File: src/rtl/dco_fll_ctrl_if.sv
// Control/status bus between a host and dco_fll_ctrl.
// The controller takes the slave modport; the host or bench takes master.
interface dco_fll_ctrl_if #(
    parameter int unsigned CNT_W = 12
);
    logic             ena;
    logic             start;
    logic [CNT_W-1:0] target;
    logic [CNT_W-1:0] count;
    logic             busy;
    logic             locked;
    logic             done;

    modport master (
        output ena, start, target,
        input  count, busy, locked, done
    );

    modport slave (
        input  ena, start, target,
        output count, busy, locked, done
    );
endinterface

File: src/rtl/dco_fll_ctrl.sv
// Frequency-locked-loop controller for an 8-bit DCO code.
// Counts DCO rising edges over a 2^WINDOW_LOG2 clk window and SAR-searches
// the code until the count matches bus.target. Tracking after lock
// (+/-1 code steps outside a TOL dead-band) is built only when the
// FLL_TRACK_EN macro is defined; otherwise LOCK is terminal.
module dco_fll_ctrl #(
    parameter int unsigned CNT_W       = 12,
    parameter int unsigned WINDOW_LOG2 = 8,
    parameter int unsigned SETTLE_CYC  = 16,
    parameter int unsigned TOL         = 2
) (
    input  logic          clk,
    input  logic          rst_n,
    dco_fll_ctrl_if.slave bus,
    input  logic          dco_in,
    output logic [7:0]    dco_code
);

    localparam int unsigned WIN_LEN = 1 << WINDOW_LOG2;
    localparam int unsigned TMR_MAX = (WIN_LEN > SETTLE_CYC) ? WIN_LEN : SETTLE_CYC;
    localparam int unsigned TMR_W   = $clog2(TMR_MAX + 1);
    localparam logic [TMR_W-1:0] SETTLE_LAST = TMR_W'(SETTLE_CYC - 1);
    localparam logic [TMR_W-1:0] WIN_LAST    = TMR_W'(WIN_LEN - 1);
    localparam logic [CNT_W-1:0] CNT_SAT     = {CNT_W{1'b1}};

    // Reject parameter sets the timers and dead-band compare cannot represent.
    if (SETTLE_CYC == 0 || WINDOW_LOG2 == 0 || CNT_W < 2 || TOL >= (1 << CNT_W)) begin : g_bad_param
        $error("dco_fll_ctrl: unsupported parameter combination");
    end

`ifdef FLL_TRACK_EN
    typedef enum logic [2:0] {
        S_IDLE, S_SETTLE, S_MEASURE, S_DECIDE, S_LOCK,
        S_TSETTLE, S_TMEASURE, S_TDECIDE
    } state_t;
`else
    typedef enum logic [2:0] {
        S_IDLE, S_SETTLE, S_MEASURE, S_DECIDE, S_LOCK
    } state_t;
`endif

    state_t           state;
    logic [2:0]       bit_idx;
    logic [TMR_W-1:0] tmr;
    logic [CNT_W-1:0] edge_cnt;
    logic [CNT_W-1:0] count_q;
    logic             busy_q;
    logic             locked_q;
    logic             done_q;
    logic             s0, s1, s2;

    // Two-flop synchronizer plus a delay flop for rising-edge detection.
    always_ff @(posedge clk or negedge rst_n) begin
        if (!rst_n) begin
            {s2, s1, s0} <= 3'b000;
        end else begin
            {s2, s1, s0} <= {s1, s0, dco_in};
        end
    end

    logic             dco_rise_c;
    logic [CNT_W-1:0] edge_next_c;
    assign dco_rise_c  = s1 & ~s2;
    // Saturating edge count including the edge seen this cycle.
    assign edge_next_c = (dco_rise_c && (edge_cnt != CNT_SAT)) ? edge_cnt + CNT_W'(1) : edge_cnt;

    logic [7:0] bit_mask_c;
    logic [7:0] trial_c;
    logic       over_c;
    assign bit_mask_c = 8'h01 << bit_idx;
    assign over_c     = count_q > bus.target;
    // Trial bit is dropped only when the DCO ran strictly fast; equality keeps it.
    assign trial_c    = over_c ? (dco_code & ~bit_mask_c) : dco_code;

`ifdef FLL_TRACK_EN
    localparam int unsigned XW = CNT_W + 1;
    logic [CNT_W:0] cnt_x_c;
    logic [CNT_W:0] tgt_x_c;
    logic [CNT_W:0] tol_x_c;
    logic           above_c;
    logic           below_c;
    // One extra bit so target + TOL and count + TOL cannot overflow.
    assign cnt_x_c = {1'b0, count_q};
    assign tgt_x_c = {1'b0, bus.target};
    assign tol_x_c = XW'(TOL);
    assign above_c = cnt_x_c > (tgt_x_c + tol_x_c);
    assign below_c = (cnt_x_c + tol_x_c) < tgt_x_c;
`endif

    logic start_ok_c;
`ifdef FLL_TRACK_EN
    assign start_ok_c = (state == S_IDLE) || (state == S_LOCK) || (state == S_TSETTLE) ||
                        (state == S_TMEASURE) || (state == S_TDECIDE);
`else
    assign start_ok_c = (state == S_IDLE) || (state == S_LOCK);
`endif

    // Search/track sequencer with registered code and status outputs.
    always_ff @(posedge clk or negedge rst_n) begin
        if (!rst_n) begin
            state    <= S_IDLE;
            bit_idx  <= 3'd7;
            tmr      <= '0;
            edge_cnt <= '0;
            count_q  <= '0;
            dco_code <= 8'h00;
            busy_q   <= 1'b0;
            locked_q <= 1'b0;
            done_q   <= 1'b0;
        end else begin
            done_q <= 1'b0;
            if (!bus.ena) begin
                state    <= S_IDLE;
                busy_q   <= 1'b0;
                locked_q <= 1'b0;
                tmr      <= '0;
            end else if (bus.start && start_ok_c) begin
                state    <= S_SETTLE;
                dco_code <= 8'h80;
                bit_idx  <= 3'd7;
                tmr      <= '0;
                busy_q   <= 1'b1;
                locked_q <= 1'b0;
            end else begin
                case (state)
                    S_SETTLE: begin
                        if (tmr == SETTLE_LAST) begin
                            tmr      <= '0;
                            edge_cnt <= '0;
                            state    <= S_MEASURE;
                        end else begin
                            tmr <= tmr + TMR_W'(1);
                        end
                    end
                    S_MEASURE: begin
                        edge_cnt <= edge_next_c;
                        if (tmr == WIN_LAST) begin
                            tmr     <= '0;
                            count_q <= edge_next_c;
                            state   <= S_DECIDE;
                        end else begin
                            tmr <= tmr + TMR_W'(1);
                        end
                    end
                    S_DECIDE: begin
                        if (bit_idx == 3'd0) begin
                            dco_code <= trial_c;
                            done_q   <= 1'b1;
                            locked_q <= 1'b1;
                            busy_q   <= 1'b0;
                            state    <= S_LOCK;
                        end else begin
                            dco_code <= trial_c | (bit_mask_c >> 1);
                            bit_idx  <= bit_idx - 3'd1;
                            tmr      <= '0;
                            state    <= S_SETTLE;
                        end
                    end
                    S_LOCK: begin
                        tmr <= '0;
`ifdef FLL_TRACK_EN
                        state <= S_TSETTLE;
`endif
                    end
`ifdef FLL_TRACK_EN
                    S_TSETTLE: begin
                        if (tmr == SETTLE_LAST) begin
                            tmr      <= '0;
                            edge_cnt <= '0;
                            state    <= S_TMEASURE;
                        end else begin
                            tmr <= tmr + TMR_W'(1);
                        end
                    end
                    S_TMEASURE: begin
                        edge_cnt <= edge_next_c;
                        if (tmr == WIN_LAST) begin
                            tmr     <= '0;
                            count_q <= edge_next_c;
                            state   <= S_TDECIDE;
                        end else begin
                            tmr <= tmr + TMR_W'(1);
                        end
                    end
                    S_TDECIDE: begin
                        if (above_c) begin
                            if (dco_code != 8'h00) begin
                                dco_code <= dco_code - 8'd1;
                            end
                            locked_q <= 1'b0;
                        end else if (below_c) begin
                            if (dco_code != 8'hFF) begin
                                dco_code <= dco_code + 8'd1;
                            end
                            locked_q <= 1'b0;
                        end else begin
                            locked_q <= 1'b1;
                        end
                        tmr   <= '0;
                        state <= S_TSETTLE;
                    end
`endif
                    S_IDLE: begin
                        tmr <= '0;
                    end
                    default: begin
                        state <= S_IDLE;
                    end
                endcase
            end
        end
    end

    assign bus.count  = count_q;
    assign bus.busy   = busy_q;
    assign bus.locked = locked_q;
    assign bus.done   = done_q;

endmodule
File: src/flat_wrapper.sv
// flat-port wrapper written by rule: the top's interface ports become plain ports
module dco_fll_ctrl_flat 
#(
    parameter int unsigned CNT_W       = 12,
    parameter int unsigned WINDOW_LOG2 = 8,
    parameter int unsigned SETTLE_CYC  = 16,
    parameter int unsigned TOL         = 2
)
  (clk, rst_n, dco_in, dco_code, bus_ena, bus_start, bus_target, bus_count, bus_busy, bus_locked, bus_done);
  dco_fll_ctrl_if #(.CNT_W(CNT_W)) bus_i ();
  input  logic clk;
  input  logic rst_n;
  input  logic dco_in;
  output logic [7:0] dco_code;
  input wire logic [$bits(bus_i.ena)-1:0] bus_ena;
  input wire logic [$bits(bus_i.start)-1:0] bus_start;
  input wire logic [$bits(bus_i.target)-1:0] bus_target;
  output wire logic [$bits(bus_i.count)-1:0] bus_count;
  output wire logic [$bits(bus_i.busy)-1:0] bus_busy;
  output wire logic [$bits(bus_i.locked)-1:0] bus_locked;
  output wire logic [$bits(bus_i.done)-1:0] bus_done;
  assign bus_i.ena = bus_ena;
  assign bus_i.start = bus_start;
  assign bus_i.target = bus_target;
  assign bus_count = bus_i.count;
  assign bus_busy = bus_i.busy;
  assign bus_locked = bus_i.locked;
  assign bus_done = bus_i.done;
  dco_fll_ctrl #(.CNT_W(CNT_W), .WINDOW_LOG2(WINDOW_LOG2), .SETTLE_CYC(SETTLE_CYC), .TOL(TOL)) u_core (.clk(clk), .rst_n(rst_n), .bus(bus_i), .dco_in(dco_in), .dco_code(dco_code));
endmodule
File: config.mk
export PLATFORM = sky130hd
export DESIGN_NAME = dco_fll_ctrl_flat
export DESIGN_NICKNAME = d
export VERILOG_FILES = /design/src/rtl/dco_fll_ctrl_if.sv /design/src/rtl/dco_fll_ctrl.sv /design/src/flat_wrapper.sv
export SDC_FILE = /design/constraint.sdc
export NUM_CORES = 1
export LEC_CHECK = 0
export ABC_AREA = 1
export BUFFER_PORTS_ARGS = -buffer_cell sky130_fd_sc_hd__buf_2
export CORE_UTILIZATION = 40
export CTS_BUF_LIST = sky130_fd_sc_hd__clkbuf_8
export DETAILED_ROUTE_END_ITERATION = 7
export HOLD_SLACK_MARGIN = 0.05
export PLACE_DENSITY = 0.63
export SETUP_SLACK_MARGIN = 0.1
export SYNTH_ARGS = -nofsm -noshare
export SYNTH_HDL_FRONTEND = slang
export SYNTH_SLANG_ARGS = --single-unit
File: constraint.sdc
create_clock -name clk -period 1.6 [get_ports clk]
set_input_delay 0.16 -clock clk [delete_from_list [all_inputs] [get_ports clk]]
set_output_delay 0.16 -clock clk [all_outputs]
set_load 0.01 [all_outputs]
==> results of run 1 <==
==> metrics by stage <==
step           setup WS, ns  TNS, ns  instances  cell area (µm²)
2_1_floorplan       -0.0937    -1.34        429             3300
5_1_grt              -0.357    -7.79        641             4750
3_3_place_gp         -0.161    -2.68        601             3860
4_1_cts              -0.247    -3.47        620             4140
3_5_place_dp         -0.246    -3.96        601             3860
6_report             -0.218    -3.84        641             4750
==> area by class of cell <==
| class | count | share of cell area [%] |
|---|---|---|
| sequential | 53 | 28.2 |
| tap | 102 | 2.69 |
| multi-input combinational | 312 | 45.4 |
| inverter | 59 | 5.16 |
| clock inverter | 2 | 0.237 |
| clock buffer | 6 | 1.74 |
| timing repair buffer | 107 | 16.6 |
==> cell usage in the layout (no fill, tap or decap), types with 2 or more instances in the layout <==
cell           synthesis  layout
a31oi_1                2       2
dlygate4sd3_1          0       2
a21oi_1                7       7
xor2_1                 4       4
dfstp_2                3       3
ha_1                  21      12
nor2_4                 1       7
clkinvlp_4             0       2
inv_1                 51      45
buf_4                  1      55
clkbuf_8               0       6
nand4_1                9       9
inv_8                  0       2
inv_2                  6      10
nor2_1                36      26
nand2_1              141     100
ha_4                   0       8
nand3_2                1      11
buf_2                  2      39
dfrtp_2                0       7
o21ai_1                4      13
nand2_2                7      39
nor3_4                 2       6
nor2_2                 3       7
inv_4                  1       2
buf_6                  2       7
o21ai_2                0       5
nand3_1               38      23
nand2_4                3      12
o21ai_0               18       4
nand3_4                0       5
dfrtp_1               50      43
buf_12                 0       2
==> where the power goes <==
part | total, µW | switching, µW | internal (µW)
registers | 1610 | 132 | 1480
clock network | 807 | 461 | 347
logic | 1300 | 778 | 523
total | 3720 | 1370 | 2350
==> kinds of logic after synthesis <==
| group | count (synthesis) | synth area share, % |
|---|---|---|
| AO/OA/AOI/OAI | 34 | 5.59 |
| XOR/XNOR | 6 | 1.85 |
| adder cells (fa/ha/maj) | 21 | 8.10 |
| buffers and inverters | 65 | 8.41 |
| flip-flops | 53 | 41.0 |
| AND/OR/NAND/NOR | 250 | 35.0 |
==> critical path, delay by kind of cell (launching register included) <==
kind	cells	cell delay (ns)
compound gates	2	0.30
fa+ha+maj	2	0.37
simple gates	5	0.53
flops	1	0.40
buf+inv	1	0.11
==> metal layers <==
| layer | wire, µm | up-vias | share of wire, % |
|---|---|---|---|
| met1 | 3800 | 1516 | 43 |
| met2 | 4450 | 86 | 51 |
| met5 | 0 | - | 0 |
| met4 | 178 | 0 | 2.0 |
| li1 | - | 1573 | - |
| met3 | 363 | 17 | 4.1 |
==> path summary, 6_finish.rpt <==
kind | from | endpoint | slack, ns | cells after the start
setup / recovery | u_core.tmr[0]$_DFFE_PN0P_ | u_core.tmr[5]$_DFFE_PN0P_ | -0.22 | 10
hold / removal | bus_start | u_core.bit_idx[1]$_DFFE_PN1P_ | 0.18 | 3
setup reg to reg | u_core.tmr[0]$_DFFE_PN0P_ | u_core.tmr[5]$_DFFE_PN0P_ | -0.22 | 10
hold reg to reg | u_core.s0$_DFF_PN0_ | u_core.s1$_DFF_PN0_ | 0.35 | 0
max in group asynchronous | rst_n | u_core.tmr[5]$_DFFE_PN0P_ | 0.64 | 3
min in group asynchronous | rst_n | u_core.dco_code[1]$_DFFE_PN0P_ | 0.34 | 2
==> sequential cells by signal, summed over array words and instances (netlist names) <==
name               count
u_core.tmr             9
u_core.state           3
u_core.bit_idx         3
u_core.bus.done        1
u_core.dco_code        8
u_core.edge_cnt       12
u_core.s1              1
u_core.s2              1
u_core.bus.busy        1
u_core.s0              1
u_core.bus.count      12
u_core.bus.locked      1
==> timing repair <==
action                                  4_1_cts  5_1_grt
buffers inserted                             10       19
gates resized for setup                      27      114
cloned                                        0        3
endpoints found under the setup margin       43       47
pin swaps                                    20       60
hold buffers                                  2        0
endpoints found under the hold margin        15        0
==> qor.csv, run 1 <==
stage,metric,value,unit
timing,finalSetupViolations,30,
synthesis,ys_ff_latch,53,
synthesis,netlist_instances,429,
synthesis,yosysUniqueCellTypes,36,
synthesis,synth-edff-count,0,
synthesis,synthFlopType,dfrtp_1,
critical_path,worstSetupPathType,flop to flop,
floorplanning,die_h,92.0,µm
placed_design,dp_hpwl,5.54,mm
grt,grt_max_degree,23,
synthesis,synth_common_cells,"141 x nand2_1, 51 x inv_1, 50 x dfrtp_1, 38 x nand3_1, 36 x nor2_1",
clock_network,cts_tree,built,
power,cellPowerDensity,784,nW/µm²
floorplanning,fp.dieW,92.0,µm
run_status,status,"complete, but fails checks",
critical_path,critPathMaxStageDelay,0.40,ns
drt,dr.pass1.iters,5,
placed_design,gp_congestion,0.868,
drt,wl_per_cell,13.7,µm
grt,grt_use_met1,26.0,%
synthesis,netlist_top_cells_area,"dfrtp_1 39%, nand2_1 16%, ha_1 8.1%",
synthesis,async_flop_share,100,%
timing,holdWs,0.179,ns
grt,antenna_found_initial,0,
drt,via_count,3192,
critical_path,cp-end-kind,flop,
floorplanning,die_area,8470,µm²
final_layout,drive_above_1_share,45.1,%
final_layout,utilization,61.1,%
grt,use_met2,31.3,%
clock_network,htreeDepth,2,
synthesis,synth.top_cell.area_share,38.6,%
timing,timing.fmax,550,MHz
drt,drc,0,
synthesis,avgSynthCellArea,7.56,µm²
critical_path,cp_common_cell,ha_4,
grt,track_usage,18.9,%
grt,grt-ovfl-total,0,
clock_network,clockBufferDepth,2,
synthesis,yosysWarnings,0,
final_layout,n_antenna_cell,0,
floorplanning,row_count,32,
critical_path,path_max_fanout,6,
clock_network,clock_sinks,53,
final_layout,nNetsFinal,576,
synthesis,synth.most_common_cell,nand2_1,
critical_path,cp.required,1.80,ns
clock_network,cts-root-buf,clkbuf_8,
timing,timing.final.crit_period,1.82,ns
synthesis,synth_area_leader_cell,dfrtp_1,
timing,hold_viol,0,
timing,skew,0.00983,ns
drt,ant_nets,0,
min_path,hold_class,primary input to flop,
drt,via_per_inst,4.98,
timing,setup_slack,-0.218,ns
grt,top_usage_layer,met2,
placed_design,port_buffers,39,
timing,grt_setup_unrepaired,yes,
grt,gr-usage-met3,2.82,%
synthesis,syn-num-nets,467,
power,power,3720,µW
flow_run,maxCapViolCount,0,
timing,fin_crit_sh,114,%
final_layout,multiInputGateArea,2160,µm²
run_status,violations,setup timing,
critical_path,cp.arrival,2.02,ns
critical_path,critPathLaunchType,flop,
critical_path,crit_path_top_delay_cell,dfrtp_1,
timing,worst_pin_slew,0.539,ns
grt,grt_pass1_wl,13.0,mm
critical_path,crit_chain,ha_4 > nand3_4 > nor2_4 > nand2_2 > nor3_4 > ha_4 > buf_4 > o21ai_2 > a21oi_4 > nor2_1,
grt,grt_pass1_vias,2838,
timing,drv_slew,0,
power,ir_worst_vdd,0.404,mV
final_layout,seq_area,1340,µm²
synthesis,syn_area,3240,µm²
drt,drt-initial-drc-count,135,
clock_network,cts.clk_slew.worst_paths,0.10,ns
final_layout,area_growth,46.4,%
floorplanning,top_level_ports,40,
floorplanning,start_util,41.8,%
synthesis,ys_seq_area_share,41.0,%
final_layout,fill_cells,645,
floorplanning,core,7770,µm²
clock_network,clk_latency,0.32,ns
drt,drt-total-wl,8.78,mm
timing,max_slew_margin,64.0,%
power,power_leakage,0.00249,µW
clock_network,cts_buffers,5,
Note: power is estimated with default switching activity, not from simulation.
==> run 2: changes to the inputs <==
PLACE_DENSITY = not set   (was 0.63)
==> run 2 against run 1 <==
Effect of this change:
- sequential power about the same
- the run still ends with setup timing left
- wire length fell by 17%
- count of clock-buffer cells in the layout shrank 1
- via count fell by 10%
- flip-flop and latch count did not move
- cell count down 3.4%
- register-to-register slack barely moved
- total power down 3.5%
- worst setup slack worse by 0.0052 ns
- critical path type unchanged
- core utilization is 6.7 points lower
- clock power grew 16%
- clock skew rose by 0.00054 ns
==> qor.csv, run 2 (same netlist as run 1, synthesis figures left out) <==
stage,metric,value,unit,change
critical_path,worstSetupPathType,flop to flop,,unchanged
drt,via_per_inst,4.62,,was 4.98
grt,antenna_found_initial,0,,unchanged
drt,dr.pass1.iters,4,,was 5
clock_network,cts.clk_slew.worst_paths,0.11,ns,was 0.10 ns
placed_design,dpl_cell_area,3860,µm²,about the same
final_layout,drive_above_1_share,31.5,%,was 45.1%
final_layout,n_antenna_cell,0,,unchanged
floorplanning,die_h,92.0,µm,unchanged
critical_path,cp.required,1.80,ns,about the same
timing,hold_viol,0,,unchanged
critical_path,cp_common_cell,ha_2,,was ha_4
power,ir_worst_vdd,0.461,mV,was 0.404 mV
final_layout,final_common_cell,nand2_1,,unchanged
timing,fin_crit_sh,114,%,about the same
final_layout,final_cell_mix,"134 x nand2_1, 50 x dfrtp_1, 49 x inv_1",,"was 100 x nand2_1, 55 x buf_4, 45 x inv_1"
timing,worst_pin_slew,0.475,ns,was 0.539 ns
timing,max_slew_margin,68.4,%,was 64.0%
critical_path,cp-end-kind,flop,,unchanged
critical_path,crit_chain,ha_2 > nand3_2 > nor2_2 > nand2_1 > nor3_2 > ha_2 > buf_4 > o21ai_2 > a21oi_4 > nor2_1,,was ha_4 > nand3_4 > nor2_4 > nand2_2 > nor3_4 > ha_4 > buf_4 > o21ai_2 > a21oi_4 > nor2_1
clock_network,cts_tree,built,,unchanged
min_path,min_path_cells,3,,unchanged
floorplanning,start_util,41.8,%,unchanged
grt,track_usage,18.4,%,was 18.9%
critical_path,rr_startpoint,u_core.tmr[1]$_DFFE_PN0P_,,was u_core.tmr[0]$_DFFE_PN0P_
critical_path,critPathMaxStageDelay,0.37,ns,was 0.40 ns
clock_network,clock_sinks,53,,unchanged
critical_path,rr_endpoint,u_core.tmr[4]$_DFFE_PN0P_,,was u_core.tmr[5]$_DFFE_PN0P_
critical_path,cp.arrival,2.02,ns,about the same
timing,timing.final.crit_period,1.82,ns,about the same
floorplanning,core,7770,µm²,unchanged
final_layout,area_growth,30.4,%,was 46.4%
placed_design,dp_cells,599,,was 601
floorplanning,row_count,32,,unchanged
final_layout,utilization,54.4,%,was 61.1%
drt,ant_nets,0,,unchanged
power,power_leakage,0.00224,µW,was 0.00249 µW
min_path,hold_start,bus_ena,,was bus_start
drt,drt-total-wl,7.28,mm,was 8.78 mm
clock_network,cts-root-buf,clkbuf_8,,unchanged
clock_network,clk_latency,0.31,ns,was 0.32 ns
final_layout,nNetsFinal,554,,was 576
clock_network,clockBufferDepth,2,,unchanged
critical_path,worst-path-buf-inv,1,,unchanged
drt,drt-initial-drc-count,102,,was 135
run_status,status,"complete, but fails checks",,unchanged
placed_design,dp_hpwl,5.39,mm,was 5.54 mm
critical_path,path_delay_family,simple AND/OR/NAND/NOR gates,,unchanged
critical_path,critPathLaunchType,flop,,unchanged
min_path,min_to,u_core.bus.busy$_DFFE_PN0P_,,was u_core.bit_idx[1]$_DFFE_PN1P_
clock_network,cts_buffers,5,,unchanged
final_layout,fill_cells,751,,was 645
grt,grt-ovfl-total,0,,unchanged
critical_path,crit_cells,10,,unchanged
placed_design,port_buffers,39,,unchanged
critical_path,crit_path_top_delay_cell,dfrtp_1,,unchanged
timing,finalSetupViolations,36,,was 30
placed_design,gp_congestion,0.834,,was 0.868
clock_network,htreeDepth,2,,unchanged
grt,grt_pass1_wl,12.5,mm,was 13.0 mm
power,cellPowerDensity,849,nW/µm²,was 784 nW/µm²
drt,wl_per_cell,11.8,µm,was 13.7 µm
floorplanning,fp.dieW,92.0,µm,unchanged
grt,grt_pass1_vias,2783,,was 2838
final_layout,seq_area,1330,µm²,was 1340 µm²
final_layout,multiInputGateArea,1830,µm²,was 2160 µm²
timing,grt_setup_unrepaired,yes,,unchanged
timing,setup_slack,-0.223,ns,was -0.218 ns
timing,timing.fmax,548,MHz,was 550 MHz
run_status,violations,setup timing,,unchanged
timing,drv_slew,0,,unchanged
timing,skew,0.0104,ns,was 0.00983 ns
min_path,hold_class,primary input to flop,,unchanged
drt,drc,0,,unchanged
critical_path,rr_worst_depth,10,,unchanged
critical_path,r2r_slack,-0.22,ns,about the same
critical_path,path_max_fanout,6,,unchanged
drt,via_count,2861,,was 3192
final_layout,fin_cells,619,,was 641
grt,grt_max_degree,21,,was 23
floorplanning,die_area,8470,µm²,unchanged
final_layout,final_area,4230,µm²,was 4750 µm²
flow_run,maxCapViolCount,0,,unchanged
floorplanning,top_level_ports,40,,unchanged
==> run 2: cell count changes in the layout (fill, tap and decap cells not counted), moves of 5 or more <==
cell	previous run	this run
nand2_1	100	134
dfrtp_2	7	0
dfrtp_1	43	50
nand3_4	5	0
nand2_2	39	13
nand3_1	23	29
buf_4	55	40
nand2_4	12	3
==> run 2: power by group <==
part	leakage, µW	internal [µW]	switching (µW)
registers	0.000712	1470	105
logic	0.00148	425	651
clock network	0.0000543	469	467
total	0.00224	2370	1220
==> run 2: timing repair <==
action                                 in CTS  in global routing
setup buffers                               4                  5
pin swaps                                  22                  8
resized for setup                          36                  9
endpoints found under the hold margin      14                  0
hold buffers                                2                  0
setup endpoints to repair                  43                 48
cloned                                      1                  0
==> run 2: metrics by stage <==
stage	hold slack, ns	setup WS, ns	power, µW	TNS [ns]
after floorplan	-0.136	-0.0937	2200	-1.34
after global placement	0.147	-0.191	2520	-3.00
after detailed placement	0.145	-0.245	2550	-4.25
after CTS	0.171	-0.217	3620	-3.35
after global routing	0.191	-0.346	3820	-9.56
final	0.183	-0.223	3590	-5.14
==> run 2: worst max-delay path by stage <==
| stage | start | to | slack, ns |
|---|---|---|---|
| after CTS | u_core.tmr[0]$_DFFE_PN0P_ | u_core.state[0]$_DFFE_PN0P_ | -0.22 |
| after global routing | u_core.tmr[0]$_DFFE_PN0P_ | u_core.state[0]$_DFFE_PN0P_ | -0.35 |
| after global placement | u_core.tmr[1]$_DFFE_PN0P_ | u_core.bus.count[4]$_DFFE_PN0P_ | -0.19 |
| after detailed placement | u_core.tmr[1]$_DFFE_PN0P_ | u_core.tmr[5]$_DFFE_PN0P_ | -0.25 |
| final | u_core.tmr[1]$_DFFE_PN0P_ | u_core.tmr[4]$_DFFE_PN0P_ | -0.22 |
| after floorplan | u_core.tmr[0]$_DFFE_PN0P_ | u_core.bus.count[1]$_DFFE_PN0P_ | -0.09 |
==> run 2: final cells by class <==
type | instances | share of cell area [%]
multi-input combinational | 311 | 43.3
sequential | 53 | 31.5
timing repair buffer | 86 | 13.9
inverter | 59 | 5.53
tap | 102 | 3.02
clock buffer | 5 | 1.63
clock inverter | 3 | 1.09
==> run 2: worst reg2reg max path: stages, from the launching register on <==
cell,delay [ns]
dfrtp_1,0.37
ha_2,0.19
nand3_2,0.09
nor2_2,0.12
nand2_1,0.08
nor3_2,0.14
ha_2,0.24
buf_4,0.12
o21ai_2,0.07
a21oi_4,0.22
nor2_1,0.07
==> run 2: metal layers <==
layer	global-route usage (%)	vias to the layer above	wire [µm]
met5	0	-	0
met4	5.47	0	71
met3	2.57	6	183
met2	31.2	31	3440
met1	24.4	1296	3580
li1	-	1528	-
==> run 3: changes to the inputs <==
ABC_AREA = not set   (was 1)
CORE_UTILIZATION = 24   (was 40)
==> run 3 against run 2 <==
Effect of this change:
- the run still ends with setup timing left
- via count is 2.6% higher
- first-iteration DRC count rose by 12%
- synthesized area is 2.7% lower
- register-to-register slack better by 0.04 ns
- non-clock buffer count increased by 43
- wire length up 19%
- die area is 61% higher
- design area up 15%
==> qor.csv, run 3 <==
stage,metric,value,unit,change
timing,setup_slack,-0.188,ns,was -0.223 ns
critical_path,cp.arrival,1.99,ns,was 2.02 ns
drt,drt-total-wl,8.68,mm,was 7.28 mm
placed_design,dp_cells,599,,unchanged
grt,grt_pass1_vias,2989,,was 2783
synthesis,netlist_top_cells_area,"dfrtp_1 40%, ha_1 8.3%, a21oi_1 4.8%",,"was dfrtp_1 39%, nand2_1 16%, ha_1 8.1%"
drt,dr.pass1.iters,4,,unchanged
synthesis,avgSynthCellArea,9.65,µm²,was 7.56 µm²
final_layout,drive_above_1_share,52.1,%,was 31.5%
timing,timing.final.crit_period,1.79,ns,was 1.82 ns
critical_path,crit_start,u_core.tmr[5]$_DFFE_PN0P_,,was u_core.tmr[1]$_DFFE_PN0P_
grt,grt_pass1_wl,14.2,mm,was 12.5 mm
synthesis,async_flop_share,100,%,unchanged
clock_network,cts_buffers,5,,unchanged
floorplanning,die_h,117,µm,was 92.0 µm
timing,finalSetupTns,-5.52,ns,was -5.14 ns
timing,worst_pin_slew,0.364,ns,was 0.475 ns
clock_network,clk_latency,0.32,ns,was 0.31 ns
clock_network,cts.clk_slew.worst_paths,0.11,ns,about the same
floorplanning,start_util,24.8,%,was 41.8%
power,ir_worst_vdd,0.299,mV,was 0.461 mV
synthesis,ys_seq_area_share,42.1,%,was 41.0%
grt,antenna_found_initial,0,,unchanged
timing,fin_crit_sh,112,%,was 114%
floorplanning,core,12700,µm²,was 7770 µm²
synthesis,synth.most_common_cell,dfrtp_1,,was nand2_1
power,power_leakage,0.00221,µW,was 0.00224 µW
drt,drc,0,,unchanged
timing,grt_setup_unrepaired,yes,,unchanged
min_path,hold_start,bus_ena,,unchanged
critical_path,cp.required,1.80,ns,about the same
synthesis,synthAdderAreaFrac,8.33,%,was 8.10%
floorplanning,row_count,41,,was 32
critical_path,rr_startpoint,u_core.tmr[5]$_DFFE_PN0P_,,was u_core.tmr[1]$_DFFE_PN0P_
placed_design,gp_congestion,0.804,,was 0.834
critical_path,path_max_fanout,2,,was 6
synthesis,syn-num-nets,365,,was 467
placed_design,port_buffers,39,,unchanged
critical_path,worstSetupPathType,flop to flop,,unchanged
floorplanning,top_level_ports,40,,unchanged
floorplanning,fp.dieW,117,µm,was 92.0 µm
synthesis,synthFlopType,dfrtp_1,,unchanged
synthesis,synth-xor-area-share,4.72,%,was 1.85%
final_layout,final_common_cell,buf_4,,was nand2_1
final_layout,fill_cells,1288,,was 751
synthesis,yosysUniqueCellTypes,61,,was 36
timing,max_slew_margin,75.7,%,was 68.4%
synthesis,synth-simple-area-share,20.5,%,was 35.0%
timing,timing.fmax,559,MHz,was 548 MHz
timing,hold_viol,0,,unchanged
critical_path,critPathLaunchType,flop,,unchanged
timing,holdWs,0.145,ns,was 0.183 ns
synthesis,synth_compound_area_share,18.6,%,was 5.59%
clock_network,clock_sinks,53,,unchanged
floorplanning,die_area,13600,µm²,was 8470 µm²
placed_design,place_ws,-0.227,ns,was -0.245 ns
drt,wl_per_cell,13.9,µm,was 11.8 µm
grt,track_usage,13.3,%,was 18.4%
clock_network,cts_tree,built,,unchanged
synthesis,synth_area_leader_cell,dfrtp_1,,unchanged
synthesis,yosysWarnings,0,,unchanged
clock_network,cts-root-buf,clkbuf_8,,unchanged
timing,drv_slew,0,,unchanged
drt,ant_nets,0,,unchanged
grt,grt-ovfl-total,0,,unchanged
synthesis,synth_common_cells,"50 x dfrtp_1, 31 x nor2_1, 30 x a21oi_1, 24 x inv_1, 23 x nand2_1",,"was 141 x nand2_1, 51 x inv_1, 50 x dfrtp_1, 38 x nand3_1, 36 x nor2_1"
synthesis,netlist_instances,327,,was 429
drt,via_per_inst,4.70,,was 4.62
timing,finalSetupViolations,42,,was 36
run_status,status,"complete, but fails checks",,unchanged
min_path,hold_class,primary input to flop,,unchanged
critical_path,cp-end-kind,flop,,unchanged
synthesis,synth.top_cell.area_share,39.7,%,was 38.6%
flow_run,maxCapViolCount,0,,unchanged
run_status,violations,setup timing,,unchanged
final_layout,n_antenna_cell,0,,unchanged
final_layout,fin_cells,625,,was 619
timing,skew,0.00889,ns,was 0.0104 ns
power,cellPowerDensity,491,nW/µm²,was 849 nW/µm²
synthesis,synth_top_family_by_area,simple AND/OR/NAND/NOR gates,,unchanged
synthesis,synth-edff-count,0,,unchanged
synthesis,synthMuxAreaShare,0.674,%,was 0%
drt,via_count,2935,,was 2861
clock_network,htreeDepth,2,,unchanged
final_layout,final_cell_mix,"70 x buf_4, 48 x dfrtp_1, 39 x buf_2",,"was 134 x nand2_1, 50 x dfrtp_1, 49 x inv_1"
clock_network,clockBufferDepth,2,,unchanged
final_layout,nNetsFinal,490,,was 554
final_layout,area_growth,54.0,%,was 30.4%
grt,grt_max_degree,54,,was 21
placed_design,dp_hpwl,6.16,mm,was 5.39 mm
synthesis,ys_ff_latch,53,,unchanged
drt,drt-initial-drc-count,114,,was 102
synthesis,syn_area,3160,µm²,was 3240 µm²
run 3: cell families after synthesis:
logic type / Yosys count
xor gates and xnor gates: 17
adders and majority gates: 21
AOI/OAI and AO/OA: 82
and+or+nand+nor: 116
buffers and inverters: 36
DFF: 53
muxes: 2
run 3: through the flow:
stage                     instance area [µm²]  util [%]  total power (µW)
final                                    4860      38.2              2390
after global routing                     4860      38.2              2510
after CTS                                4550      35.8              2400
after detailed placement                 4160      32.7              1580
after global placement                   4160      32.7              1570
after floorplan                          3260         -              1480
run 3: final timing paths:
path / endpoint / slack (ns) / cells past startpoint
hold / removal: u_core.state[2]$_DFFE_PN0P_ / 0.14 / 3
hold reg to reg: u_core.s1$_DFF_PN0_ / 0.36 / 0
max in group asynchronous: u_core.bit_idx[2]$_DFFE_PN1P_ / 0.93 / 3
setup reg to reg: u_core.tmr[8]$_DFFE_PN0P_ / -0.19 / 7
min in group asynchronous: u_core.bus.count[11]$_DFFE_PN0P_ / 0.35 / 3
setup / recovery: u_core.tmr[8]$_DFFE_PN0P_ / -0.19 / 7
run 3: repair_timing:
action                                  in CTS  in global routing
pin swaps                                   25                 20
endpoints found under the setup margin      46                 46
hold endpoints to repair                    51                  0
resized for setup                           50                 53
hold buffers                                 2                  0
setup buffers                                6                 10
gates cloned                                 1                  0
run 3: cell type report:
type | instances | area [µm²] | area share [%]
Clock inverter | 3 | 17.5 | 0.360
Multi-Input combinational cell | 238 | 2160 | 44.4
Inverter | 25 | 101 | 2.08
Sequential cell | 53 | 1330 | 27.4
Tap cell | 172 | 215 | 4.43
Clock buffer | 5 | 68.8 | 1.42
Timing Repair Buffer | 129 | 970 | 19.9
run 3: where the power goes:
| part | total [µW] | switching (µW) | internal, µW |
|---|---|---|---|
| clock | 799 | 491 | 308 |
| combinational | 226 | 128 | 97.4 |
| sequential | 1360 | 9.85 | 1350 |
run 3: metal layers:
metal	global-route usage, %	up-vias	routed length [µm]
met1	17.5	1432	3930
met2	22.6	59	4260
met3	2.02	11	353
met4	4.14	0	138
met5	0	-	0
li1	-	1433	-
run 3: critical path, stage by stage (launching register included):
cell and delay [ns]:
dfrtp_1 0.40, or4_4 0.58, o32ai_4 0.24, buf_4 0.15, buf_6 0.09, nor2_4 0.03
a21oi_2 0.10, o22ai_1 0.08
